$ cat config.mk
export PLATFORM = sky130hd
export DESIGN_NAME = serial_alu_engine
export DESIGN_NICKNAME = d
export VERILOG_FILES = /design/src/rtl/alu_pkg.sv /design/src/rtl/alu_bit_slice.sv /design/src/rtl/serial_alu_engine.sv
export SDC_FILE = /design/constraint.sdc
export NUM_CORES = 1
export LEC_CHECK = 0
export BUFFER_PORTS_ARGS = -buffer_cell sky130_fd_sc_hd__buf_2
export CORE_UTILIZATION = 55
export CTS_BUF_LIST = sky130_fd_sc_hd__clkbuf_8
export DETAILED_ROUTE_END_ITERATION = 12
export PLACE_DENSITY = 0.81
export SETUP_SLACK_MARGIN = 0.2
export SLEW_MARGIN = 20
export SYNTH_ARGS = -nofsm -noshare
export SYNTH_HDL_FRONTEND = slang
export SYNTH_SLANG_ARGS = --single-unit
$ cat constraint.sdc
create_clock -name clk -period 3 [get_ports clk]
set_input_delay 0.6 -clock clk [delete_from_list [all_inputs] [get_ports clk]]
set_output_delay 0.6 -clock clk [all_outputs]
set_load 0.03 [all_outputs]
$ cat src/rtl/alu_pkg.sv
// Shared opcode, state and helper definitions for the serial ALU engine and its 1-bit slice.
package alu_pkg;

   localparam logic [3:0] OP_AND = 4'b0000;
   localparam logic [3:0] OP_OR  = 4'b0001;
   localparam logic [3:0] OP_ADD = 4'b0010;
   localparam logic [3:0] OP_SUB = 4'b0110;
   localparam logic [3:0] OP_SLT = 4'b0111;
   localparam logic [3:0] OP_NOR = 4'b1100;

   typedef enum logic [1:0] {
      ST_IDLE = 2'd0,
      ST_RUN  = 2'd1,
      ST_DONE = 2'd2
   } state_t;

   function automatic logic is_supported(input logic [3:0] op);
      return (op == OP_AND) || (op == OP_OR) || (op == OP_ADD) ||
             (op == OP_SUB) || (op == OP_SLT) || (op == OP_NOR);
   endfunction

   // SUB and SLT both run as A + ~B + 1
   function automatic logic is_sub(input logic [3:0] op);
      return (op == OP_SUB) || (op == OP_SLT);
   endfunction

endpackage

$ cat src/rtl/alu_bit_slice.sv
// Combinational 1-bit ALU slice; subtraction-type opcodes arrive with b already inverted.
module alu_bit_slice
   import alu_pkg::*;
(
   input  logic       a,
   input  logic       b,
   input  logic       cin,
   input  logic [3:0] op,
   output logic       r,
   output logic       cout
);

   always_comb begin
      r    = 1'b0;
      cout = 1'b0;
      case (op)
         OP_AND: r = a & b;
         OP_OR:  r = a | b;
         OP_NOR: r = ~(a | b);
         OP_ADD, OP_SUB, OP_SLT: begin
            r    = a ^ b ^ cin;
            cout = (a & b) | (cin & (a ^ b));
         end
         default: begin
            r    = 1'b0;
            cout = 1'b0;
         end
      endcase
   end

endmodule

$ cat src/rtl/serial_alu_engine.sv
// Bit-serial N-bit ALU: latches an operand pair, runs one slice per clock LSB first,
// and returns result plus flags over a valid/ready handshake.
module serial_alu_engine
   import alu_pkg::*;
#(
   parameter int WIDTH = 8,
   parameter int CNT_W = $clog2(WIDTH + 1)
) (
   input  logic             clk,
   input  logic             rst,
   input  logic             in_valid,
   output logic             in_ready,
   input  logic [WIDTH-1:0] a,
   input  logic [WIDTH-1:0] b,
   input  logic [3:0]       alu_op,
   output logic             out_valid,
   input  logic             out_ready,
   output logic [WIDTH-1:0] result,
   output logic             carry,
   output logic             overflow,
   output logic             zero,
   output logic             err
);

   state_t           state_q;
   logic [WIDTH-1:0] a_q, b_q, sh_q;
   logic [3:0]       op_q;
   logic             cy_q;
   logic [CNT_W-1:0] cnt_q;
   logic             in_ready_q, out_valid_q;
   logic [WIDTH-1:0] result_q;
   logic             carry_q, overflow_q, zero_q, err_q;

   logic             slice_b, slice_r, slice_cout, ovf_raw;
   logic [WIDTH-1:0] result_d;
   logic             carry_d, overflow_d;

   assign slice_b = b_q[0] ^ is_sub(op_q);

   alu_bit_slice u_slice (
      .a    (a_q[0]),
      .b    (slice_b),
      .cin  (cy_q),
      .op   (op_q),
      .r    (slice_r),
      .cout (slice_cout)
   );

   // Only meaningful on the MSB cycle, where cy_q is the MSB carry-in
   assign ovf_raw = cy_q ^ slice_cout;

   always_comb begin
      result_d   = {slice_r, sh_q[WIDTH-1:1]};
      carry_d    = 1'b0;
      overflow_d = 1'b0;
      case (op_q)
         OP_ADD, OP_SUB: begin
            carry_d    = slice_cout;
            overflow_d = ovf_raw;
         end
         OP_SLT: begin
            result_d = WIDTH'(slice_r ^ ovf_raw);
            carry_d  = slice_cout;
         end
         default: ;
      endcase
   end

   always_ff @(posedge clk) begin
      case (state_q)
         ST_IDLE: if (in_valid) begin
            a_q  <= a;
            b_q  <= b;
            op_q <= alu_op;
            cy_q <= is_sub(alu_op);
         end
         ST_RUN: begin
            a_q  <= a_q >> 1;
            b_q  <= b_q >> 1;
            sh_q <= result_d;
            cy_q <= slice_cout;
         end
         default: ;
      endcase
   end

   always_ff @(posedge clk) begin
      if (rst) begin
         state_q     <= ST_IDLE;
         in_ready_q  <= 1'b1;
         out_valid_q <= 1'b0;
         cnt_q       <= '0;
         result_q    <= '0;
         carry_q     <= 1'b0;
         overflow_q  <= 1'b0;
         zero_q      <= 1'b0;
         err_q       <= 1'b0;
      end else begin
         case (state_q)
            ST_IDLE: if (in_valid && in_ready_q) begin
               in_ready_q <= 1'b0;
               cnt_q      <= '0;
               if (is_supported(alu_op)) begin
                  state_q <= ST_RUN;
               end else begin
                  state_q     <= ST_DONE;
                  out_valid_q <= 1'b1;
                  result_q    <= '0;
                  carry_q     <= 1'b0;
                  overflow_q  <= 1'b0;
                  zero_q      <= 1'b1;
                  err_q       <= 1'b1;
               end
            end
            ST_RUN: begin
               cnt_q <= cnt_q + CNT_W'(1);
               if (cnt_q == CNT_W'(WIDTH - 1)) begin
                  state_q     <= ST_DONE;
                  out_valid_q <= 1'b1;
                  result_q    <= result_d;
                  carry_q     <= carry_d;
                  overflow_q  <= overflow_d;
                  zero_q      <= (result_d == '0);
                  err_q       <= 1'b0;
               end
            end
            ST_DONE: if (out_ready) begin
               state_q     <= ST_IDLE;
               out_valid_q <= 1'b0;
               in_ready_q  <= 1'b1;
            end
            default: state_q <= ST_IDLE;
         endcase
      end
   end

   assign in_ready  = in_ready_q;
   assign out_valid = out_valid_q;
   assign result    = result_q;
   assign carry     = carry_q;
   assign overflow  = overflow_q;
   assign zero      = zero_q;
   assign err       = err_q;

endmodule

# Yosys cells after proc, flatten, opt, wreduce, memory -nomap -nowiden
# Index checks and enable logic that the tools add are counted.
# totals
ff_bits	49
in_bits	24
word_cells	107
output_inout_bits	14
# classes
n_mux	40
addsub	1
bitwise_logic	10
n_reduce_logical	24
n_eq_ne	18
# ops
operator	n
2-to-1 mux 8 bit	6
one-hot mux 8 bit (2 select lines)	3
equality test 4 x 3 -> 1 bit (second input constant)	5
2-to-1 mux 1 bit	16
one-hot mux 1 bit (2 select lines)	6
inequality test 2 bit (second input constant)	5
equality test 4 x 1 -> 1 bit (second input constant)	2
equality test 4 x 2 -> 1 bit (second input constant)	2
equality test 4 bit (second input constant)	2
logical NOT 4 bit	2
logical NOT 8 bit	1
2-to-1 mux 2 bit	4
one-hot mux 4 bit (2 select lines)	1
logical OR 1 bit	7
one-hot mux 2 bit (3 select lines)	1
AND reduction 2 bit	3
AND reduction 3 bit	2
AND reduction 5 bit	1
XOR 1 bit	5
adder 4 x 1 -> 4 bit (second input constant)	1
2-to-1 mux 4 bit	1
one-hot mux 1 bit (4 select lines)	1
AND reduction 4 bit	1
nonzero test 2 bit	2
11 further kinds	13

# Longest topological paths before layout
# Gate-level depths: netlist (run 1).
# logic_depth
depth_word	13
ltp_mapped	11
mapped_depth_nobuf	11

# Modules after synthesis
# From an unflattened synthesis (run 1), not the netlist that was laid out.
# unflattened
cells_unflattened	215
area_unflattened_um2	2252.2
# modules_own_cells
mod	seq_area_each_um2	cells_per_inst	area_each_um2	n_inst
serial_alu_engine	1241.2	199	2113.3	1
alu_bit_slice	0.0	16	138.9	1

# Worst setup path before layout (run 1)
# OpenSTA, ideal clock, no wires.
# synth_timing
path_type	flip-flop to flip-flop
from	register op_q[3]
to	register zero_q, in the netlist zero
stages_incl_launch_ff	11
period_less_slack_ns	2.349
setup_slack_ns	0.651
setup_time_ns	0.070
path_buffers	0
required_ns	2.930
arrival_ns	2.279
path_cell_list	edfxtp_1 and2b_1 nand2_1 xor2_1 inv_1 fa_1 a31oi_1 o32ai_2 o41ai_1 o2111ai_1 a21oi_1
# synth_via
elab_chain_len	13
elab_cells_between_ends	24
cone_classes	5 x eq/ne; 5 x mux; 10 x bitwise; 4 x reduce/logical
# synth_rtl
item	line	text
start, declared	serial_alu_engine.sv:27	logic [3:0] op_q;
start signal, assigned	serial_alu_engine.sv:74	op_q <= alu_op;
equality test 4 x 3 -> 1 bit (on tied branches)	alu_pkg.sv:24, alu_bit_slice.sv:16, serial_alu_engine.sv:56	
logical OR 1 bit	alu_pkg.sv:24	return (op == OP_SUB) || (op == OP_SLT);
XOR 1 bit	serial_alu_engine.sv:38	assign slice_b = b_q[0] ^ is_sub(op_q);
XOR 1 bit	alu_bit_slice.sv:21, alu_bit_slice.sv:22	
AND 1 bit	alu_bit_slice.sv:22	cout = (a & b) | (cin & (a ^ b));
OR 1 bit	alu_bit_slice.sv:22	
2-to-1 mux 1 bit	alu_bit_slice.sv:16	case (op)
XOR 1 bit	serial_alu_engine.sv:50	assign ovf_raw = cy_q ^ slice_cout;
XOR 1 bit	serial_alu_engine.sv:62	result_d = WIDTH'(slice_r ^ ovf_raw);
2-to-1 mux 8 bit (*)	serial_alu_engine.sv:56	case (op_q)
logical NOT 8 bit (*)	serial_alu_engine.sv:123	zero_q <= (result_d == '0);
2-to-1 mux 1 bit (*)	serial_alu_engine.sv:117	if (cnt_q == CNT_W'(WIDTH - 1)) begin
one-hot mux 1 bit (2 select lines) (*)	serial_alu_engine.sv:99	case (state_q)
end signal, assigned	serial_alu_engine.sv:123	
end, declared	serial_alu_engine.sv:32	logic carry_q, overflow_q, zero_q, err_q;
# Mark *: on every way between the ends. The rest lies on a longest branch, timed or not. The select of a mux whose other input is x is not followed.
# A chain may end at the register's enable or synchronous reset.

# Worst setup path in the final report (run 1)
# layout_timing
from	register op_q[3]
to	register result_q[0], in the netlist result[0]
# layout_via
elab_chain_len	12
elab_cells_between_ends	23
cone_classes	5 x eq/ne; 5 x mux; 10 x bitwise; 3 x reduce/logical
# layout_rtl
item	line	text
equality test 4 x 3 -> 1 bit (on tied branches)	alu_pkg.sv:24, alu_bit_slice.sv:16, serial_alu_engine.sv:56	
logical OR 1 bit	alu_pkg.sv:24	
XOR 1 bit	serial_alu_engine.sv:38	
XOR 1 bit	alu_bit_slice.sv:21, alu_bit_slice.sv:22	
AND 1 bit	alu_bit_slice.sv:22	
OR 1 bit	alu_bit_slice.sv:22	
2-to-1 mux 1 bit	alu_bit_slice.sv:16	
XOR 1 bit	serial_alu_engine.sv:50	
XOR 1 bit	serial_alu_engine.sv:62	
2-to-1 mux 8 bit (*)	serial_alu_engine.sv:56	
2-to-1 mux 8 bit (*)	serial_alu_engine.sv:117	
one-hot mux 8 bit (2 select lines) (*)	serial_alu_engine.sv:99	
end signal, assigned	serial_alu_engine.sv:120	result_q <= result_d;
end, declared	serial_alu_engine.sv:31	logic [WIDTH-1:0] result_q;
# Marks and branches as above.

==> results of run 1 <==
[sequential cells by signal (all words and copies together), names as in the netlist]
register	cells
result	8
in_ready	1
op_q	4
b_q	8
carry	1
state_q	2
out_valid	1
err	1
a_q	8
overflow	1
cnt_q	4
zero	1
sh_q	7
cy_q	1
[metal layers]
metal  track usage [%]  part of all wire (%)  routed length, microns
met5                 0                     0                       0
met4              8.33                   2.0                      81
met3              4.93                   5.4                     224
met2              39.3                    48                    2000
met1              27.7                    44                    1840
[placed cells by master, fill, tap and decap left out, drive strengths merged, types with 2 or more instances in the layout]
master  count
nand2      55
buf        40
edfxtp     28
dfxtp      20
a21oi      13
nor2       12
and2       11
a22oi       8
inv         8
xor2        5
clkbuf      5
nand3       4
nor3        4
o21ai       4
nand2b      3
ha          3
a31oi       3
and3b       2
nand3b      2
o21a        2
and3        2
[synth_stat cells, types with 2 or more instances]
master    number  share of area [%]
and3b_1        2               0.81
nor2_1        12                2.1
dfxtp_1       20                 18
clkbuf_1       5               0.86
o21a_1         2               0.69
buf_2          2               0.46
o21ai_0        4               0.92
a21oi_1       13                3.0
nor3_1         4               0.92
xor2_1         5                2.0
edfxtp_1      28                 39
inv_1          7                1.2
clkbuf_8       2                1.3
nand2_1       55                9.5
a31oi_1        2               0.58
a22oi_1        8                2.8
ha_1           3                1.7
and2_1         9                2.6
nand3b_1       2               0.69
nand3_1        4               0.92
nand2b_1       3               0.86
[worst max-delay path, stage by stage (launching register included)]
cell,delay [ps]
edfxtp_1,440
and2b_1,270
nand2_1,80
xor2_1,200
inv_1,120
fa_1,520
a31oi_1,80
o32ai_2,250
xnor2_1,210
o21ai_0,130
a32o_1,220
[worst min-delay path by stage]
stage / start / to / slack (ps) / cells past startpoint
after detailed placement: err / err / 460 / 2
after floorplan: cnt_q[1] / cnt_q[1] / 460 / 2
after global routing: err / err / 490 / 2
after CTS: err / err / 470 / 2
final: err / err / 470 / 2
after global placement: err / err / 440 / 2
[kinds of logic after synthesis]
group | count (synthesis)
and+or+nand+nor | 102
DFF | 48
AOI/OAI and AO/OA | 36
buffers and inverters | 17
xor gates and xnor gates | 6
adders and majority gates | 4
[final cells by class]
| cell class | instances | share of cell area, % |
|---|---|---|
| Inverter | 7 | 1.06 |
| Multi-Input combinational cell | 148 | 34.4 |
| Clock inverter | 3 | 0.908 |
| Timing Repair Buffer | 40 | 8.38 |
| Tap cell | 48 | 2.42 |
| Clock buffer | 5 | 2.77 |
| Sequential cell | 48 | 50.1 |
[metrics by stage]
stage | total power, uW | utilization, % | setup slack, ps
final | 1370 | 66.7 | 371
after global routing | 1430 | 66.7 | 199
after CTS | 1370 | 66.5 | 403
after detailed placement | 992 | 64.1 | 410
after global placement | 980 | 64.1 | 566
after floorplan | 931 | - | 651
[report_power, final]
part	leakage, uW	internal (uW)	switching, uW
logic	0.000572	73.0	118
clock network	0.0000447	166	224
registers	0.000431	757	31.1
total	0.00105	996	374
==> impl_metrics.json, run 1 <==
{
  "final_cells": 299,
  "die_w_microns": 64.9,
  "ir_drop_mv": 0.455,
  "synthSimpleGateAreaFrac_pct": 22.2,
  "synth_edf_count": 28,
  "finalHoldViolations": 0,
  "synth.mux.area_fraction_pct": 0,
  "placed_area_sq_mm": 0.00238,
  "worst_slew_pin_slew_ps": 505,
  "cts_resized": 0,
  "min_period_over_period_pct": 87.6,
  "synthXorXnorAreaFrac_pct": 2.42,
  "die_y_microns": 64.9,
  "synth_nets": 241,
  "grt_util_all_layers_pct": 22.8,
  "grt_max_degree": 21,
  "arrival_ps": 2840,
  "ys_warn_count": 0,
  "path_class": "reg -> reg",
  "reg2reg_to": "result[0]",
  "design.die.area_sq_mm": 0.00421,
  "place_congestion": 0.863,
  "antenna_found_initial": 0,
  "via_per_inst": 5.35,
  "tritoncts": "yes",
  "num-fill-cells": 301,
  "rsz0062_at_grt": "yes",
  "cts_sinks": 48,
  "io_pins": 38,
  "clockBufferDepth": 2,
  "fin_area_sq_mm": 0.00248,
  "dominantRegCellSynth": "edfxtp_1",
  "rows": 22,
  "ys_seq_elements": 48,
  "finalMaxSlewViolations": 0,
  "worstPathMaxFanout": 4,
  "initial_utilization_pct": 58.5,
  "maxCapViolations": 0,
  "clock_skew_ps": 9.08,
  "grt_pass1_wl_microns": 7190,
  "outcome": "finished clean",
  "worstSkewPairLatency_ps": 300,
  "cts-root-buf": "clkbuf_8",
  "clk_pin_slew_ps": 90,
  "grt_pass1_vias": 1576,
  "wl_per_cell_microns": 13.9,
  "crit-reg2reg-launch": "op_q[3]",
  "yosysSeqAreaShare_pct": 57.1,
  "coreArea_sq_mm": 0.00372,
  "first_pass_iters": 4,
  "grt_overflow": 0,
  "setup_tns_ps": 0,
  "drtIter0Drc": 86,
  "synthCells": 213,
  "critPathRequiredTime_ps": 3210,
  "reg2reg_depth": 10,
  "drc_errors": 0,
  "fin_crit_ps": 2630,
  "placed_cells_incl_taps": 291,
  "wl_microns": 4150,
  "synth_area_per_cell_sq_um": 10.2,
  "synth_compound_area_share_pct": 11.6,
  "io_buffers": 37,
  "p_leak_uw": 0.00105,
  "cp-start-kind": "register",
  "insertedDiodeCount": 0,
  "hpwl_microns": 2970,
  "seq_area_sq_mm": 0.00124,
  "cp-endpoint": "result[0]",
  "synth_top_family_by_area": "simple AND/OR/NAND/NOR gates",
  "cts.hold.buffers_added": 0,
  "timing.hold.ws_ps": 468,
  "h-tree-depth": 2,
  "syn_area_sq_mm": 0.00217,
  "ys_types": 42,
  "fin_nets": 278,
  "startpoint": "op_q[3]",
  "crit_path_end_kind": "register",
  "rrSetupSlack_ps": 370,
  "post_cts_buffers": 0,
  "synthAdderAreaFrac_pct": 2.65,
  "ant_nets": 0,
  "max_freq_ghz": 0.380,
  "synthToLayoutAreaGrowth_pct": 14.1,
  "hold_class": "reg -> reg",
  "cts_made_buffers": 5,
  "multi_input_area_sq_um": 853,
  "async_flop_share_pct": 0,
  "vias": 1599,
  "powerDensity_mw_per_mm2": 552,
  "setup_viol": 0,
  "drive_gt1_share_pct": 21.5,
  "slew_headroom_pct": 66.3
}
(Power assumes the default switching activity.)
==> run 2: changes to the inputs <==
--- a/config.mk
+++ b/config.mk
@@ -5,11 +5,12 @@
 export SDC_FILE = /design/constraint.sdc
 export NUM_CORES = 1
 export LEC_CHECK = 0
+export ABC_AREA = 1
 export BUFFER_PORTS_ARGS = -buffer_cell sky130_fd_sc_hd__buf_2
 export CORE_UTILIZATION = 55
 export CTS_BUF_LIST = sky130_fd_sc_hd__clkbuf_8
 export DETAILED_ROUTE_END_ITERATION = 12
-export PLACE_DENSITY = 0.81
+export PLACE_DENSITY = 0.8
 export SETUP_SLACK_MARGIN = 0.2
 export SLEW_MARGIN = 20
 export SYNTH_ARGS = -nofsm -noshare
==> run 2 against run 1 <==
Effect of this change: clock-buffer cell count unchanged; critical path depth up 1; die area rose by 4.7%; power grew 30%; clock power shrank 5.4%; critical path type unchanged; largest cell class unchanged.
==> impl_metrics.json, run 2 <==
{
  "outcome": "finished clean",
  "worst_slew_pin_slew_ps": 684,
  "combPwrFrac_pct": 28.6,
  "power_switching_uw": 625,
  "placed_cells_incl_taps": 351,
  "cts_resized": 0,
  "via_per_inst": 5.17,
  "drtIter0Drc": 122,
  "crit_path_end_kind": "register",
  "mostFrequentLayoutCells": "95 x nand2_1, 37 x buf_2, 31 x inv_1, 28 x edfxtp_1, 22 x a21oi_1",
  "grt_max_degree": 28,
  "rows": 23,
  "synth_edf_count": 28,
  "async_flop_share_pct": 0,
  "pre_cts_ws_ps": 798,
  "ys_warn_count": 0,
  "pwr-share-clk_pct": 20.7,
  "grt_pass1_vias": 1673,
  "setup_viol": 0,
  "io_buffers": 37,
  "swShare_pct": 35.1,
  "cts_sinks": 48,
  "rsz0062_at_grt": "no",
  "slew_headroom_pct": 54.4,
  "synthCells": 269,
  "synth_largest_area_cell": "edfxtp_1",
  "ys_types": 27,
  "ys_seq_elements": 48,
  "synth_most_common_cell": "nand2_1",
  "power_uw": 1780,
  "final_cells": 359,
  "vias": 1856,
  "coreArea_sq_mm": 0.00400,
  "fin_crit_ps": 2220,
  "h-tree-depth": 2,
  "insertedDiodeCount": 0,
  "clk_pin_slew_ps": 90,
  "grt_util_all_layers_pct": 22.4,
  "wl_per_cell_microns": 12.2,
  "first_pass_iters": 4,
  "drc_errors": 0,
  "fin_area_sq_mm": 0.00259,
  "synthToLayoutAreaGrowth_pct": 13.6,
  "worstSkewPairLatency_ps": 300,
  "setup_tns_ps": 0,
  "post_cts_buffers": 0,
  "die_y_microns": 66.4,
  "dominantRegCellSynth": "edfxtp_1",
  "hpwl_microns": 3200,
  "die_w_microns": 66.4,
  "synth_area_per_cell_sq_um": 8.47,
  "placed_area_sq_mm": 0.00250,
  "max_freq_ghz": 0.450,
  "synth_top_area_share_pct": 36.9,
  "ir_drop_mv": 0.442,
  "antenna_found_initial": 0,
  "cts_made_buffers": 5,
  "synth_commonest_cells": "95 x nand2_1, 30 x inv_1, 28 x edfxtp_1, 22 x a21oi_1, 20 x dfxtp_1",
  "p_int_uw": 1160,
  "finalHoldViolations": 0,
  "wl_microns": 4390,
  "layout_commonest_cell": "nand2_1",
  "maxCapViolations": 0,
  "cts-root-buf": "clkbuf_8",
  "cts.hold.buffers_added": 0,
  "synth_nets": 297,
  "min_period_over_period_pct": 74.1,
  "seqPwrFrac_pct": 50.6,
  "finalMaxSlewViolations": 0,
  "critPathRequiredTime_ps": 3230,
  "grt_overflow": 0,
  "clockBufferDepth": 2,
  "place_congestion": 0.857,
  "synthTopCellsByArea": "edfxtp_1 37%, dfxtp_1 18%, nand2_1 16%, inv_1 4.9%, a21oi_1 4.8%",
  "ant_nets": 0,
  "fin_nets": 336,
  "worstPathMaxFanout": 6,
  "syn_area_sq_mm": 0.00228,
  "arrival_ps": 2450,
  "clock_skew_ps": 8.46,
  "initial_utilization_pct": 57.0,
  "hold_class": "reg -> reg",
  "io_pins": 38,
  "design.die.area_sq_mm": 0.00441,
  "powerDensity_mw_per_mm2": 688,
  "setup_ws_ps": 776,
  "yosysSeqAreaShare_pct": 54.4,
  "path_class": "reg -> reg",
  "p_leak_uw": 0.00121,
  "grt_pass1_wl_microns": 7180,
  "tritoncts": "yes",
  "drive_gt1_share_pct": 19.7,
  "cp-start-kind": "register"
}
run 2: cell count changes in the layout (fill, tap and decap cells not counted), sizes merged, moves of 4 or more:
cell,before,now
a21oi,13,23
nand3,4,12
and2,11,0
inv,8,33
a22oi,8,0
xor2,5,1
nand2,55,99
nor2,12,24
run 2: through the flow:
| stage | hold slack, ps | utilization (%) |
|---|---|---|
| 2_1_floorplan | 446 | - |
| 3_3_place_gp | 449 | 62.6 |
| 3_5_place_dp | 449 | 62.6 |
| 4_1_cts | 462 | 64.7 |
| 5_1_grt | 485 | 64.7 |
| 6_report | 465 | 64.7 |
run 2: final cells by class:
type / count / area [sq um]
Fill cell: 338 / 1410
Tap cell: 50 / 62.6
Clock inverter: 3 / 16.3
Timing Repair Buffer: 39 / 200
Clock buffer: 5 / 68.8
Inverter: 33 / 125
Sequential cell: 48 / 1240
Multi-Input combinational cell: 181 / 875
run 2: path summary, 6_finish.rpt:
path / slack [ps] / cells after the start / from / to
setup / recovery: 780 / 11 / op_q[3] / result[0]
hold reg to reg: 470 / 2 / result[3] / result[3]
setup reg to reg: 780 / 11 / op_q[3] / result[0]
hold / removal: 470 / 2 / result[3] / result[3]
run 2: critical path, stage by stage (launching register included):
cell and delay [ps]:
edfxtp_1 490, nor2_4 190, nand2_1 80, xor2_1 290, fa_1 480, nand3_1 120
nand2_1 60, nor2_1 90, nand2_1 60, nand3_1 80, nand3_1 80, a21oi_1 150
run 2: per-layer routing:
| metal | track usage (%) | part of all wire (%) |
|---|---|---|
| met2 | 37.5 | 50 |
| met1 | 26.5 | 42 |
| met3 | 6.90 | 5.8 |
| met4 | 9.57 | 2.1 |
| met5 | 0 | 0 |
run 2: cell families after synthesis:
| family | share of synthesized area (%) |
|---|---|
| flip-flops | 54.4 |
| adder cells (fa/ha/maj) | 2.52 |
| AO/OA/AOI/OAI | 7.57 |
| XOR/XNOR | 0.384 |
| AND/OR/NAND/NOR | 27.9 |
| buffers and inverters | 7.19 |
run 2: power groups by stage:
stage	Combinational, uW	Sequential, uW	Clock [uW]
6_report	510	901	369
5_1_grt	574	913	399
2_1_floorplan	360	937	0
4_1_cts	509	901	375
3_3_place_gp	486	910	0
3_5_place_dp	507	916	0
